$ cat config.mk
export PLATFORM = sky130hd
export DESIGN_NAME = block_assembler_flat
export DESIGN_NICKNAME = d
export VERILOG_FILES = /design/src/rtl/block_assembler_if.sv /design/src/rtl/block_assembler.sv /design/src/flat_wrapper.sv
export SDC_FILE = /design/constraint.sdc
export NUM_CORES = 1
export LEC_CHECK = 0
export ABC_CLOCK_PERIOD_IN_PS = 3900
export CORE_MARGIN = 3
export CORE_UTILIZATION = 45
export DETAILED_ROUTE_END_ITERATION = 10
export GPL_ROUTABILITY_DRIVEN = 0
export MAX_ROUTING_LAYER = met4
export PLACE_DENSITY = 0.62
export SYNTH_ARGS = -nofsm -noshare
export SYNTH_HDL_FRONTEND = slang
export SYNTH_SLANG_ARGS = --single-unit
$ cat constraint.sdc
create_clock -name clk -period 3.9 [get_ports clk]
set_input_delay 0.78 -clock clk [delete_from_list [all_inputs] [get_ports clk]]
set_output_delay 0.78 -clock clk [all_outputs]
set_load 0.005 [all_outputs]
$ cat src/rtl/block_assembler_if.sv
// ============================================================================
// Module      : block_assembler_if
// Description : Word-in / block-out handshake bundle for block_assembler.
//               Slave modport is the assembler's view; master is the
//               upstream/controller view.
// Revision    : 1.0 - initial release
// ============================================================================
`default_nettype none

interface block_assembler_if;
  logic         wr_valid;
  logic [31:0]  wr_data;
  logic         wr_type;
  logic         wr_ready;
  logic         clear;
  logic         blk_take;
  logic         blk_valid;
  logic [127:0] blk_data;
  logic         blk_type;
  logic         data_received;
  logic         type_err;

  modport master (
    output wr_valid, wr_data, wr_type, clear, blk_take,
    input  wr_ready, blk_valid, blk_data, blk_type, data_received, type_err
  );

  modport slave (
    input  wr_valid, wr_data, wr_type, clear, blk_take,
    output wr_ready, blk_valid, blk_data, blk_type, data_received, type_err
  );
endinterface

`default_nettype wire

$ cat src/rtl/block_assembler.sv
// ============================================================================
// Module      : block_assembler
// Description : Packs four 32-bit words (first word most significant) into a
//               128-bit block, queues completed blocks in a 2-entry FIFO and
//               flags mixed-type partial blocks.
//               Optional macro BLOCK_ASSEMBLER_BYTE_SWAP_EN byte-reverses each
//               incoming word before storage.
// Revision    : 1.0 - initial release
// ============================================================================
`default_nettype none

module block_assembler (
  input  wire logic         clk,
  input  wire logic         n_rst,
  block_assembler_if.slave  bus
);

  typedef enum logic [0:0] {
    IDLE = 1'b0,
    FILL = 1'b1
  } state_t;

  state_t         state;
  logic [1:0]     word_ct;
  logic           lat_type;
  logic [95:0]    partial;
  logic           data_received_r;
  logic           type_err_r;

  logic [127:0]   fifo_data [2];
  logic [1:0]     fifo_type;
  logic           rd_ptr;
  logic           wr_ptr;
  logic [1:0]     fifo_count;

  logic [31:0]    word_in;
  logic           accept;
  logic           mismatch;
  logic           push;
  logic           pop;

`ifdef BLOCK_ASSEMBLER_BYTE_SWAP_EN
  assign word_in = {bus.wr_data[7:0], bus.wr_data[15:8],
                    bus.wr_data[23:16], bus.wr_data[31:24]};
`else
  assign word_in = bus.wr_data;
`endif

  // Only the final word of a block can stall; a same-cycle pop frees a slot.
  assign bus.wr_ready = (word_ct != 2'd3) || (fifo_count != 2'd2) || bus.blk_take;

  // clear overrides any write or pop presented in the same cycle.
  assign accept   = bus.wr_valid && bus.wr_ready && !bus.clear;
  assign mismatch = (state == FILL) && (bus.wr_type != lat_type);
  assign push     = accept && (word_ct == 2'd3) && !mismatch;
  assign pop      = bus.blk_take && (fifo_count != 2'd0) && !bus.clear;

  // Assembly FSM: word counter, partial block, type latch and status flags.
  always_ff @(posedge clk or negedge n_rst) begin
    if (!n_rst) begin
      state           <= IDLE;
      word_ct         <= 2'd0;
      lat_type        <= 1'b0;
      partial         <= 96'd0;
      data_received_r <= 1'b0;
      type_err_r      <= 1'b0;
    end else if (bus.clear) begin
      state           <= IDLE;
      word_ct         <= 2'd0;
      data_received_r <= 1'b0;
      type_err_r      <= 1'b0;
    end else begin
      data_received_r <= push;
      if (accept) begin
        if (state == IDLE || mismatch) begin
          // A type change restarts assembly with this word as word 0.
          partial[95:64] <= word_in;
          lat_type       <= bus.wr_type;
          word_ct        <= 2'd1;
          state          <= FILL;
          if (mismatch) begin
            type_err_r <= 1'b1;
          end
        end else begin
          case (word_ct)
            2'd1:    partial[63:32] <= word_in;
            2'd2:    partial[31:0]  <= word_in;
            default: ;
          endcase
          word_ct <= word_ct + 2'd1;
          state   <= (word_ct == 2'd3) ? IDLE : FILL;
        end
      end
    end
  end

  // Two-entry block FIFO; slots keep their contents until rewritten.
  always_ff @(posedge clk or negedge n_rst) begin
    if (!n_rst) begin
      fifo_data[0] <= 128'd0;
      fifo_data[1] <= 128'd0;
      fifo_type    <= 2'b00;
      rd_ptr       <= 1'b0;
      wr_ptr       <= 1'b0;
      fifo_count   <= 2'd0;
    end else if (bus.clear) begin
      rd_ptr     <= 1'b0;
      wr_ptr     <= 1'b0;
      fifo_count <= 2'd0;
    end else begin
      if (push) begin
        fifo_data[wr_ptr] <= {partial, word_in};
        fifo_type[wr_ptr] <= lat_type;
        wr_ptr            <= ~wr_ptr;
      end
      if (pop) begin
        rd_ptr <= ~rd_ptr;
      end
      case ({push, pop})
        2'b10:   fifo_count <= fifo_count + 2'd1;
        2'b01:   fifo_count <= fifo_count - 2'd1;
        default: ;
      endcase
    end
  end

  assign bus.blk_valid     = (fifo_count != 2'd0);
  assign bus.blk_data      = fifo_data[rd_ptr];
  assign bus.blk_type      = fifo_type[rd_ptr];
  assign bus.data_received = data_received_r;
  assign bus.type_err      = type_err_r;

endmodule

`default_nettype wire

$ cat src/flat_wrapper.sv
// flat-port wrapper written by rule: the top's interface ports become plain ports
module block_assembler_flat 
  (clk, n_rst, bus_wr_valid, bus_wr_data, bus_wr_type, bus_clear, bus_blk_take, bus_wr_ready, bus_blk_valid, bus_blk_data, bus_blk_type, bus_data_received, bus_type_err);
  block_assembler_if bus_i ();
  input  wire logic clk;
  input  wire logic n_rst;
  input wire logic [$bits(bus_i.wr_valid)-1:0] bus_wr_valid;
  input wire logic [$bits(bus_i.wr_data)-1:0] bus_wr_data;
  input wire logic [$bits(bus_i.wr_type)-1:0] bus_wr_type;
  input wire logic [$bits(bus_i.clear)-1:0] bus_clear;
  input wire logic [$bits(bus_i.blk_take)-1:0] bus_blk_take;
  output wire logic [$bits(bus_i.wr_ready)-1:0] bus_wr_ready;
  output wire logic [$bits(bus_i.blk_valid)-1:0] bus_blk_valid;
  output wire logic [$bits(bus_i.blk_data)-1:0] bus_blk_data;
  output wire logic [$bits(bus_i.blk_type)-1:0] bus_blk_type;
  output wire logic [$bits(bus_i.data_received)-1:0] bus_data_received;
  output wire logic [$bits(bus_i.type_err)-1:0] bus_type_err;
  assign bus_i.wr_valid = bus_wr_valid;
  assign bus_i.wr_data = bus_wr_data;
  assign bus_i.wr_type = bus_wr_type;
  assign bus_i.clear = bus_clear;
  assign bus_i.blk_take = bus_blk_take;
  assign bus_wr_ready = bus_i.wr_ready;
  assign bus_blk_valid = bus_i.blk_valid;
  assign bus_blk_data = bus_i.blk_data;
  assign bus_blk_type = bus_i.blk_type;
  assign bus_data_received = bus_i.data_received;
  assign bus_type_err = bus_i.type_err;
  block_assembler u_core (.clk(clk), .n_rst(n_rst), .bus(bus_i));
endmodule
# After elaboration in Yosys (flattened, before gate mapping)
# Cells that the tools add are included.
# word_totals
out_inout_bits	133
ff_bits	364
# op_classes
reduce_logical	26
n_bitwise	7
addsub	3
eq_ne	8
magnitude_cmp	6
muxes	29
# op_table
operator	count
128-bit two-way mux	4
256-bit bitwise mux	1
128-bit demux with 1-bit select	1
1-bit two-way mux	16
2-bit nonzero test	6
1-bit logical AND	9
2-bit two-way mux	4
4-bit AND reduction	2
2-bit == test, second input constant	3
3-bit AND reduction	2
1-bit inverter	5
2-bit by 1-bit adder with 2-bit output, second input constant	2
2-bit by 1-bit == test with 1-bit output, second input constant	2
2-bit >= comparator, second input constant	2
1-bit by 2-bit < comparator with 1-bit output, second input constant	2
2-bit inequality test, second input constant	2
1-bit inverter with 2-bit output	2
2-bit one-hot mux with 2 select lines	1
1-bit logical OR	3
3-bit nonzero test	1
2-bit bitwise mux	1
1-bit zero test	2
2-bit by 1-bit < comparator with 1-bit output, second input constant	1
2-bit AND reduction	1
other kinds (4)	4

# Longest topological paths before layout
# Gate-level depths: netlist of the first run.
# logic_depth
ltp_word	10
ltp_mapped	8
depth_no_buf	6

# Worst setup path after synthesis of the first run
# No wires, ideal clock.
# synth_path
kind	in2reg
start	input port bus_clear
end	register u_core.partial[82]
arrival_time_ns	2.166
required_time_ns	3.775
setup_time_ns	0.125
setup_slack_ns	1.609
stages	7
cell_sequence	clkbuf_1 > nor2b_1 > and2_1 > nor2b_1 > clkbuf_1 > buf_2 > mux2_2
# synth_between
elab_chain_cells	3
word_cells_on_any_way	4
cone_classes	bitwise (1); reduce/logical (3)
# synth_lines
item	line_no	text
start, declared	flat_wrapper.sv:10	input wire logic [$bits(bus_i.clear)-1:0] bus_clear;
1-bit zero test	block_assembler.sv:53	assign accept = bus.wr_valid && bus.wr_ready && !bus.clear;
1-bit logical AND	block_assembler.sv:53	
3-bit AND reduction (no source line) *	--	
end signal, assigned	block_assembler.sv:77	partial[95:64] <= word_in;
end, declared	block_assembler.sv:26	logic [95:0] partial;
# Mark *: on every way between the ends. The rest lies on a longest branch, timed or not.
# A chain may end at the register's enable or synchronous reset.

# Worst setup path in the final report of the first run
# layout_path
start	register u_core.rd_ptr
end	output port bus_blk_data[79]
# layout_between
elab_chain_cells	4
# layout_lines
item	line_no	text
start, declared	block_assembler.sv:32	logic rd_ptr;
start signal, assigned	block_assembler.sv:117	rd_ptr <= ~rd_ptr;
1-bit inverter with 2-bit output (not written as such)	block_assembler.sv:128	assign bus.blk_data = fifo_data[rd_ptr];
128-bit two-way mux (not written as such) (3 in series)	block_assembler.sv:128	
end, declared	flat_wrapper.sv:14	output wire logic [$bits(bus_i.blk_data)-1:0] bus_blk_data;
# No other way between the ends. The select of a mux whose other input is x is not followed.

==> results summary, run 1 <==
By instance count, the leading cell after synthesis is sky130_fd_sc_hd__mux2_2. The filler cells instantiated in the layout total 2683. The residual antenna-violating net count after detailed routing came out at 0. The capturing element type of the critical path is a primary output. The number of distinct library cells after synthesis came out at 29. The total die area is 0.03698 mm2.

The number of pins with negative max-slew slack in the final report is 0. The capture point of the worst reg-to-reg path is u_core.fifo_data[16]. Across the routed clock network, the largest skew measured is 0.01531 ns. Hold repair after CTS inserted 0 buffers.

The clock period minus final worst setup slack came out at 3.296 ns. The die boundary width came out at 192.3 um. The class of the tightest hold or removal check is input port to async pin. For this run, the post-layout net count is 1169.

The count of endpoints failing hold in the final timing report is 0. Clock latency on the worst-skew pair, taken at its later pin, is 0.51 ns. The leading register cell type out of synthesis is sky130_fd_sc_hd__dfrtp_1. The final cycle utilization of the critical path is 0.8452. Static timing analysis puts the maximum clock frequency at 0.3034 GHz. The number of sinks driven by the clock tree came out at 364.

The post-CTS setup-driven buffer insertion count came out at 0. The initial antenna violation count is 0. The via density per instance is 5.129. The clock root buffer is sky130_fd_sc_hd__clkbuf_16.

The number of cells traversed by the worst register-to-register path came out at 7. The number of buffers inserted during clock tree synthesis is 40. The flip-flop and latch area is 0.009112 mm2. Counting every net in the synthesized netlist gives 989.

The worst setup path is launched from a flip-flop. The violation count after the first detailed-routing iteration is 312. The maximum number of pins on one net before global-route repair is 97.

The number of top-level design ports is 171. Counting every instance in the synthesized netlist gives 948. The routed wire length per instance came out at 19.70 um. Setup repair after global routing left no endpoint under its margin. The number of DRC violations after detailed routing came out at 0. The estimated wirelength of the detail-placed design is 19390 um. The end-of-flow core utilization came out at 0.5663.

In the synthesized netlist, the cells that appear most often are sky130_fd_sc_hd__mux2_2 (383), sky130_fd_sc_hd__dfrtp_1 (364), sky130_fd_sc_hd__mux2_4 (101). The number of warning messages in the yosys log is 0. Of all nets on the critical path, the largest fanout is 56. The overall fraction of global-route tracks in use is 0.1802. IR analysis of the VDD net gives a maximum drop of 0.0002886 V.

Averaged over all synthesized cells, the footprint is 16.47 um2. The maximum buffer depth of the clock tree came out at 3. The peak per-stage delay on the critical path came out at 0.72 ns. The core outline area came out at 0.03387 mm2. The deepest level of the CTS H-tree is 2. The worst register-to-register path begins at u_core.word_ct[0]. The run finished with clean final reports. Of the post-synthesis cell area, the dominant cell type holds 0.5832. Sorting the synthesized cells by area gives the leading types as sky130_fd_sc_hd__dfrtp_1 (58%), sky130_fd_sc_hd__mux2_2 (28%), sky130_fd_sc_hd__mux2_4 (9.7%). For this block, the via count after detailed routing is 8217. The number of global-route vias before repair is 8847. The synthesized cell area is 0.01562 mm2. The largest area contributor in the synthesized netlist is sky130_fd_sc_hd__dfrtp_1. The number of maximum-capacitance violations is 0. The path type of the worst setup path is flip-flop to primary output.

The height of the chip is 192.3 um. The number of synthesized flops with an enable pin came out at 0. The site row count came out at 67.

Power spread over the standard cell area amounts to 434.3 mW/mm2. The clock slew seen by the registers of the worst setup and hold paths is 0.06 ns. The worst-margin pin slew came out at 0.7821 ns. The headroom to the max-slew limit came out at 0.4786. For this run the aggregate overflow at the end of global routing stands at 0.

The first global-routing pass estimated 51410 um of wire. The sum of routed wire length over all layers is 31570 um. The signal arrival time at the worst endpoint came out at 2.52 ns. The reported leakage power came out at 0.009093 uW.

The signal on the critical path passes through buf_12 > mux2_2 > clkdlybuf4s50_1. The length of the first detailed-routing pass in iterations came out at 4. For flop-to-flop paths, the worst setup slack is 1.44 ns. The antenna cell count is 0.

The required arrival time at the worst endpoint came out at 3.12 ns. The share of post-route cells with drive strength above 1 came out at 0.5000. The share of the Yosys chip area taken by registers is 0.5832. In the final timing run, aggregate negative setup slack is 0 ns. The gate family responsible for the most delay along the worst path is buffers and inverters. The number of buffers inserted by port buffering is 170. The post-synthesis register bit count came out at 364. Setup violations remaining at the end of the flow were counted as 0. The number of buffer and inverter stages on the critical path is 2. The master of the slowest instance on the critical path is sky130_fd_sc_hd__dfrtp_4. The multi-input combinational cells in the finished layout cover a total of 0.006152 mm2. TritonCTS built the clock tree. The initial standard-cell utilization of the core came out at 0.4611. Counting flops with an async set or reset pin after synthesis yields a share of 1.000.

The post-cts repair resize count is 0. From synthesis to final layout, the design area changed by 22.81%.
cell type report:
class                   instances  area share
repair buffers                191      0.1070
clock buffers                  59     0.06276
well taps                     448     0.02923
multi-input cells             525      0.3208
flip-flops and latches        364      0.4751
clock inverters                 9    0.003979
inverters                       6    0.001174
layer usage:
metal	GRT usage	vias to the layer above	wire, um
li1	-	3747	-
met5	-	-	0
met1	0.2741	4289	16040
met2	0.2603	137	14030
met4	0.03670	0	500
met3	0.02470	44	997
through the flow:
| stage | worst slack, ns | instance area [um2] | instances | power [uW] | hold WS [ns] |
|---|---|---|---|---|---|
| after global routing | 0.4846 | 19180 | 1602 | 8690 | 0.3742 |
| after detailed placement | 0.7206 | 17900 | 1534 | 4758 | 0.4874 |
| final | 0.6037 | 19180 | 1602 | 8330 | 0.3224 |
| after CTS | 0.5219 | 19180 | 1602 | 8461 | 0.3554 |
| after global placement | 0.7636 | 17900 | 1534 | 4742 | 0.4839 |
| after floorplan | 1.609 | 15620 | 948 | 4425 | 0.4749 |
how the worst max path moves through the flow:
stage	startpoint	to	depth (start not counted)
finish	u_core.rd_ptr	bus_blk_data[79]	3
global route	u_core.rd_ptr	bus_blk_data[73]	3
CTS	u_core.rd_ptr	bus_blk_data[73]	3
detailed placement	bus_wr_type	u_core.partial[18]	6
global placement	bus_wr_type	u_core.partial[22]	6
floorplan	bus_clear	u_core.partial[82]	7
placed cells by master (no fill, tap or decap), types with 4 or more instances in the layout:
| cell type | Yosys | layout |
|---|---|---|
| sky130_fd_sc_hd__clkinv_2 | 0 | 6 |
| sky130_fd_sc_hd__inv_1 | 5 | 5 |
| sky130_fd_sc_hd__mux2_2 | 383 | 383 |
| sky130_fd_sc_hd__dfrtp_1 | 364 | 363 |
| sky130_fd_sc_hd__buf_12 | 0 | 15 |
| sky130_fd_sc_hd__buf_4 | 13 | 6 |
| sky130_fd_sc_hd__and2_1 | 4 | 4 |
| sky130_fd_sc_hd__clkbuf_8 | 0 | 11 |
| sky130_fd_sc_hd__clkbuf_16 | 0 | 41 |
| sky130_fd_sc_hd__mux2_4 | 101 | 101 |
| sky130_fd_sc_hd__clkdlybuf4s50_1 | 0 | 169 |
| sky130_fd_sc_hd__clkbuf_1 | 13 | 7 |
| sky130_fd_sc_hd__nor2_1 | 6 | 5 |
flip-flops by register name, indices dropped and copies added, names as in the netlist:
register / cells
u_core.fifo_data: 256
u_core.fifo_count: 2
u_core.rd_ptr: 1
u_core.bus.type_err: 1
u_core.lat_type: 1
u_core.bus.data_received: 1
u_core.state: 1
u_core.fifo_type: 2
u_core.word_ct: 2
u_core.wr_ptr: 1
u_core.partial: 96
logic make-up (layout without fill, tap and decap cells):
family,after synthesis,count (layout),share of synthesized area
compound gates,12,12,0.005607
simple gates,23,23,0.009373
flops,364,364,0.5832
buf+inv,59,265,0.02443
xor+xnor,3,3,0.001683
fa+ha+maj,3,3,0.002404
mux,484,484,0.3733
power breakdown:
| group | switching (uW) | total (uW) | internal [uW] |
|---|---|---|---|
| clock network | 1460 | 3650 | 2190 |
| logic | 222 | 546 | 324 |
| registers | 143 | 4130 | 3990 |
| total | 1820 | 8330 | 6510 |
Note: power is estimated with default switching activity, not from simulation.
==> run 2, diff against run 1 <==
--- a/config.mk
+++ b/config.mk
@@ -5,7 +5,7 @@
 export SDC_FILE = /design/constraint.sdc
 export NUM_CORES = 1
 export LEC_CHECK = 0
-export ABC_CLOCK_PERIOD_IN_PS = 3900
+export ABC_CLOCK_PERIOD_IN_PS = 3100
 export CORE_MARGIN = 3
 export CORE_UTILIZATION = 45
 export DETAILED_ROUTE_END_ITERATION = 10
==> constraint.sdc (replaced) <==
create_clock -name clk -period 3.1 [get_ports clk]
set_input_delay 0.62 -clock clk [delete_from_list [all_inputs] [get_ports clk]]
set_output_delay 0.62 -clock clk [all_outputs]
set_load 0.005 [all_outputs]
==> run 2 against run 1 <==
- flip-flop and latch count unchanged
- critical endpoint is now bus_blk_data[68]
- sequential share of layout area fell by 0.25 points
- non-clock buffer count up 11
- critical path type unchanged
- register-to-register slack lost 0.68 ns
- sequential power increased by 26%
- die area is the same
- critical path depth unchanged
- hold slack gained 0.18 ns
- power rose by 25%
- setup slack lost 0.37 ns
- final area rose by 0.52%
- combinational power grew 26%
==> results summary, run 2 (synthesis gave the netlist of run 1 again) <==
STA classifies the critical path endpoint as a primary output. TritonCTS built the clock tree. In this run the count of I/O pins placed on the die edge is 171.

The clock slew seen by the registers of the worst setup and hold paths came out at 0.06 ns. The peak supply drop came out at 0.0003449 V. The height of the chip is 192.3 um. The fill cell instance count of the final layout came out at 2757. The first global-routing pass estimated 51070 um of wire. Setup repair after global routing left no endpoint under its margin. At the pin with the least slew margin, the transition time is 0.6178 ns. The sum of routed wire length over all layers came out at 31430 um. The area taken by multi-input logic gates came out at 0.006152 mm2. In the final routed layout, each cell accounts on average for 19.45 um. The initial standard-cell utilization of the core came out at 0.4611. The via density per instance came out at 5.123. The number of buffers inserted by port buffering is 170. The antenna cell count came out at 0. The residual antenna-violating net count after detailed routing came out at 0. The clock period minus final worst setup slack is 2.865 ns. The net total in the final layout is 1180. Registers take 0.009112 mm2. The site row count came out at 67. The deepest level of the CTS H-tree came out at 2. The signal arrival time at the worst endpoint is 2.24 ns. The highest achievable clock rate came out at 0.3491 GHz. The number of buffers inserted during clock tree synthesis came out at 40. The number of setup buffers added after CTS is 0. The largest registers in the layout are u_core.fifo_data (256), u_core.partial (96). The total die area is 0.03698 mm2. The clock tree skew after final layout is 0.01151 ns. The violation count after the first detailed-routing iteration came out at 361. At the worst endpoint, the required time is 2.48 ns. The finished cells cover 0.01928 mm2. The total congestion overflow is 0. The worst setup path is of the flip-flop to primary output kind. The number of DRC violations after detailed routing came out at 0.

STA classifies the critical path startpoint as a flip-flop. The post-cts repair resize count is 0. Detailed routing inserted a total of 8278 vias. The maximum number of pins on one net before global-route repair came out at 109. The cell sitting at the root of the clock tree is a sky130_fd_sc_hd__clkbuf_16. At the later pin of the worst-skew pair, clock insertion delay measures 0.51 ns. The largest register by flop count is u_core.fifo_data. The library cell used most frequently in the layout, excluding fill and tap cells, is sky130_fd_sc_hd__mux2_2. The overall fraction of global-route tracks in use is 0.1788.

The power per unit of standard cell area is 541.8 mW/mm2. The count of endpoints failing setup in the final report is 0. The number of pins with negative max-slew slack in the final report is 0.

The number of buffers added to fix hold violations after cts came out at 1. The signed area change from the synthesized netlist to the final layout came out at 23.45%. The total area inside the core boundary comes to 0.03387 mm2. The count of endpoints failing hold in the final timing report is 0. Headroom to the max-slew limit came out at 0.5881.

From left edge to right edge, the die measures 192.3 um. The share of post-route cells with drive strength above 1 is 0.5009. The final cycle utilization of the critical path is 0.9241. The initial antenna violation count is 0. The number of global-route vias before repair came out at 8948. The number of flip-flops under the largest register name is 256. In the layout the commonest cells are sky130_fd_sc_hd__mux2_2 (383), sky130_fd_sc_hd__dfrtp_1 (363), sky130_fd_sc_hd__clkdlybuf4s50_1 (169).

The number of maximum-capacitance violations is 0. In this run the static leakage power is 0.009153 uW. The placement-stage cell area came out at 0.01799 mm2.

The maximum buffer depth of the clock tree came out at 3. The path class of the tightest hold or removal check is flip-flop to flip-flop. The estimated wirelength of the detail-placed design came out at 19410 um.

The first detailed-routing pass took 4 iterations. The largest driver fanout on the critical path came out at 26. The number of sinks driven by the clock tree is 364. For the final routed database, the setup TNS stands at 0 ns. The flow ran to the end, and the final reports show no timing, DRC or antenna violations.
[run 2: changes by cell type in the layout (fill, tap and decap cells not counted), sizes merged]
| cell | change |
|---|---|
| buf | +10 |
| clkbuf | +5 |
| clkinvlp | -1 |
| dlygate4sd3 | +1 |
| inv | -1 |
[run 2: area by class of cell]
type | count | area share
flip-flops and latches | 364 | 0.4726
multi-input cells | 525 | 0.3191
repair buffers | 202 | 0.1115
clock buffers | 64 | 0.06340
well taps | 448 | 0.02907
clock inverters | 7 | 0.003115
inverters | 6 | 0.001168
[run 2: critical path, cell delays in order, from the launching register on]
cell                              delay (ns)
sky130_fd_sc_hd__dfrtp_4                0.47
sky130_fd_sc_hd__buf_4                  0.39
sky130_fd_sc_hd__mux2_2                 0.41
sky130_fd_sc_hd__clkdlybuf4s50_1        0.47
[run 2: final timing paths]
check	end	slack, ns	from	cells after the start
setup / recovery	bus_blk_data[68]	0.24	u_core.rd_ptr	3
hold / removal	u_core.fifo_data[142]	0.50	u_core.fifo_data[142]	1
max in group asynchronous	u_core.rd_ptr	1.66	n_rst	3
min in group asynchronous	u_core.partial[21]	0.54	n_rst	2
setup reg to reg	u_core.fifo_data[0]	0.76	u_core.word_ct[0]	8
hold reg to reg	u_core.fifo_data[142]	0.50	u_core.fifo_data[142]	1
[run 2: power by group]
part	leakage [uW]	switching (uW)	internal, uW
Clock	0.000636	1780	2770
Sequential	0.00497	180	5020
Combinational	0.00355	281	408
[run 2: through the flow]
| stage | hold slack [ns] | worst slack [ns] | util | instances | power, uW |
|---|---|---|---|---|---|
| finish | 0.4999 | 0.2353 | 0.5693 | 1616 | 10450 |
| global route | 0.5091 | 0.1529 | 0.5693 | 1616 | 10910 |
| CTS | 0.5049 | 0.1912 | 0.5693 | 1616 | 10620 |
| detailed placement | 0.4687 | 0.2543 | 0.5311 | 1544 | 5989 |
| global placement | 0.4681 | 0.2983 | 0.5311 | 1544 | 5966 |
| floorplan | 0.3244 | 0.9687 | - | 948 | 5566 |
[run 2: routing by layer]
layer  up-vias  part of all wire  track usage
met5         -                 0            -
met2       132              0.45       0.2644
li1       3785                 -            -
met4         0             0.016      0.04007
met3        44             0.041      0.03088
met1      4317              0.49       0.2609
==> run 3, diff against run 2 <==
--- a/config.mk
+++ b/config.mk
@@ -9,7 +9,6 @@
 export CORE_MARGIN = 3
 export CORE_UTILIZATION = 45
 export DETAILED_ROUTE_END_ITERATION = 10
-export GPL_ROUTABILITY_DRIVEN = 0
 export MAX_ROUTING_LAYER = met4
 export PLACE_DENSITY = 0.62
 export SYNTH_ARGS = -nofsm -noshare
==> results of run 3 <==
The final DEF is identical to that of run 2; final timing and power are the same.
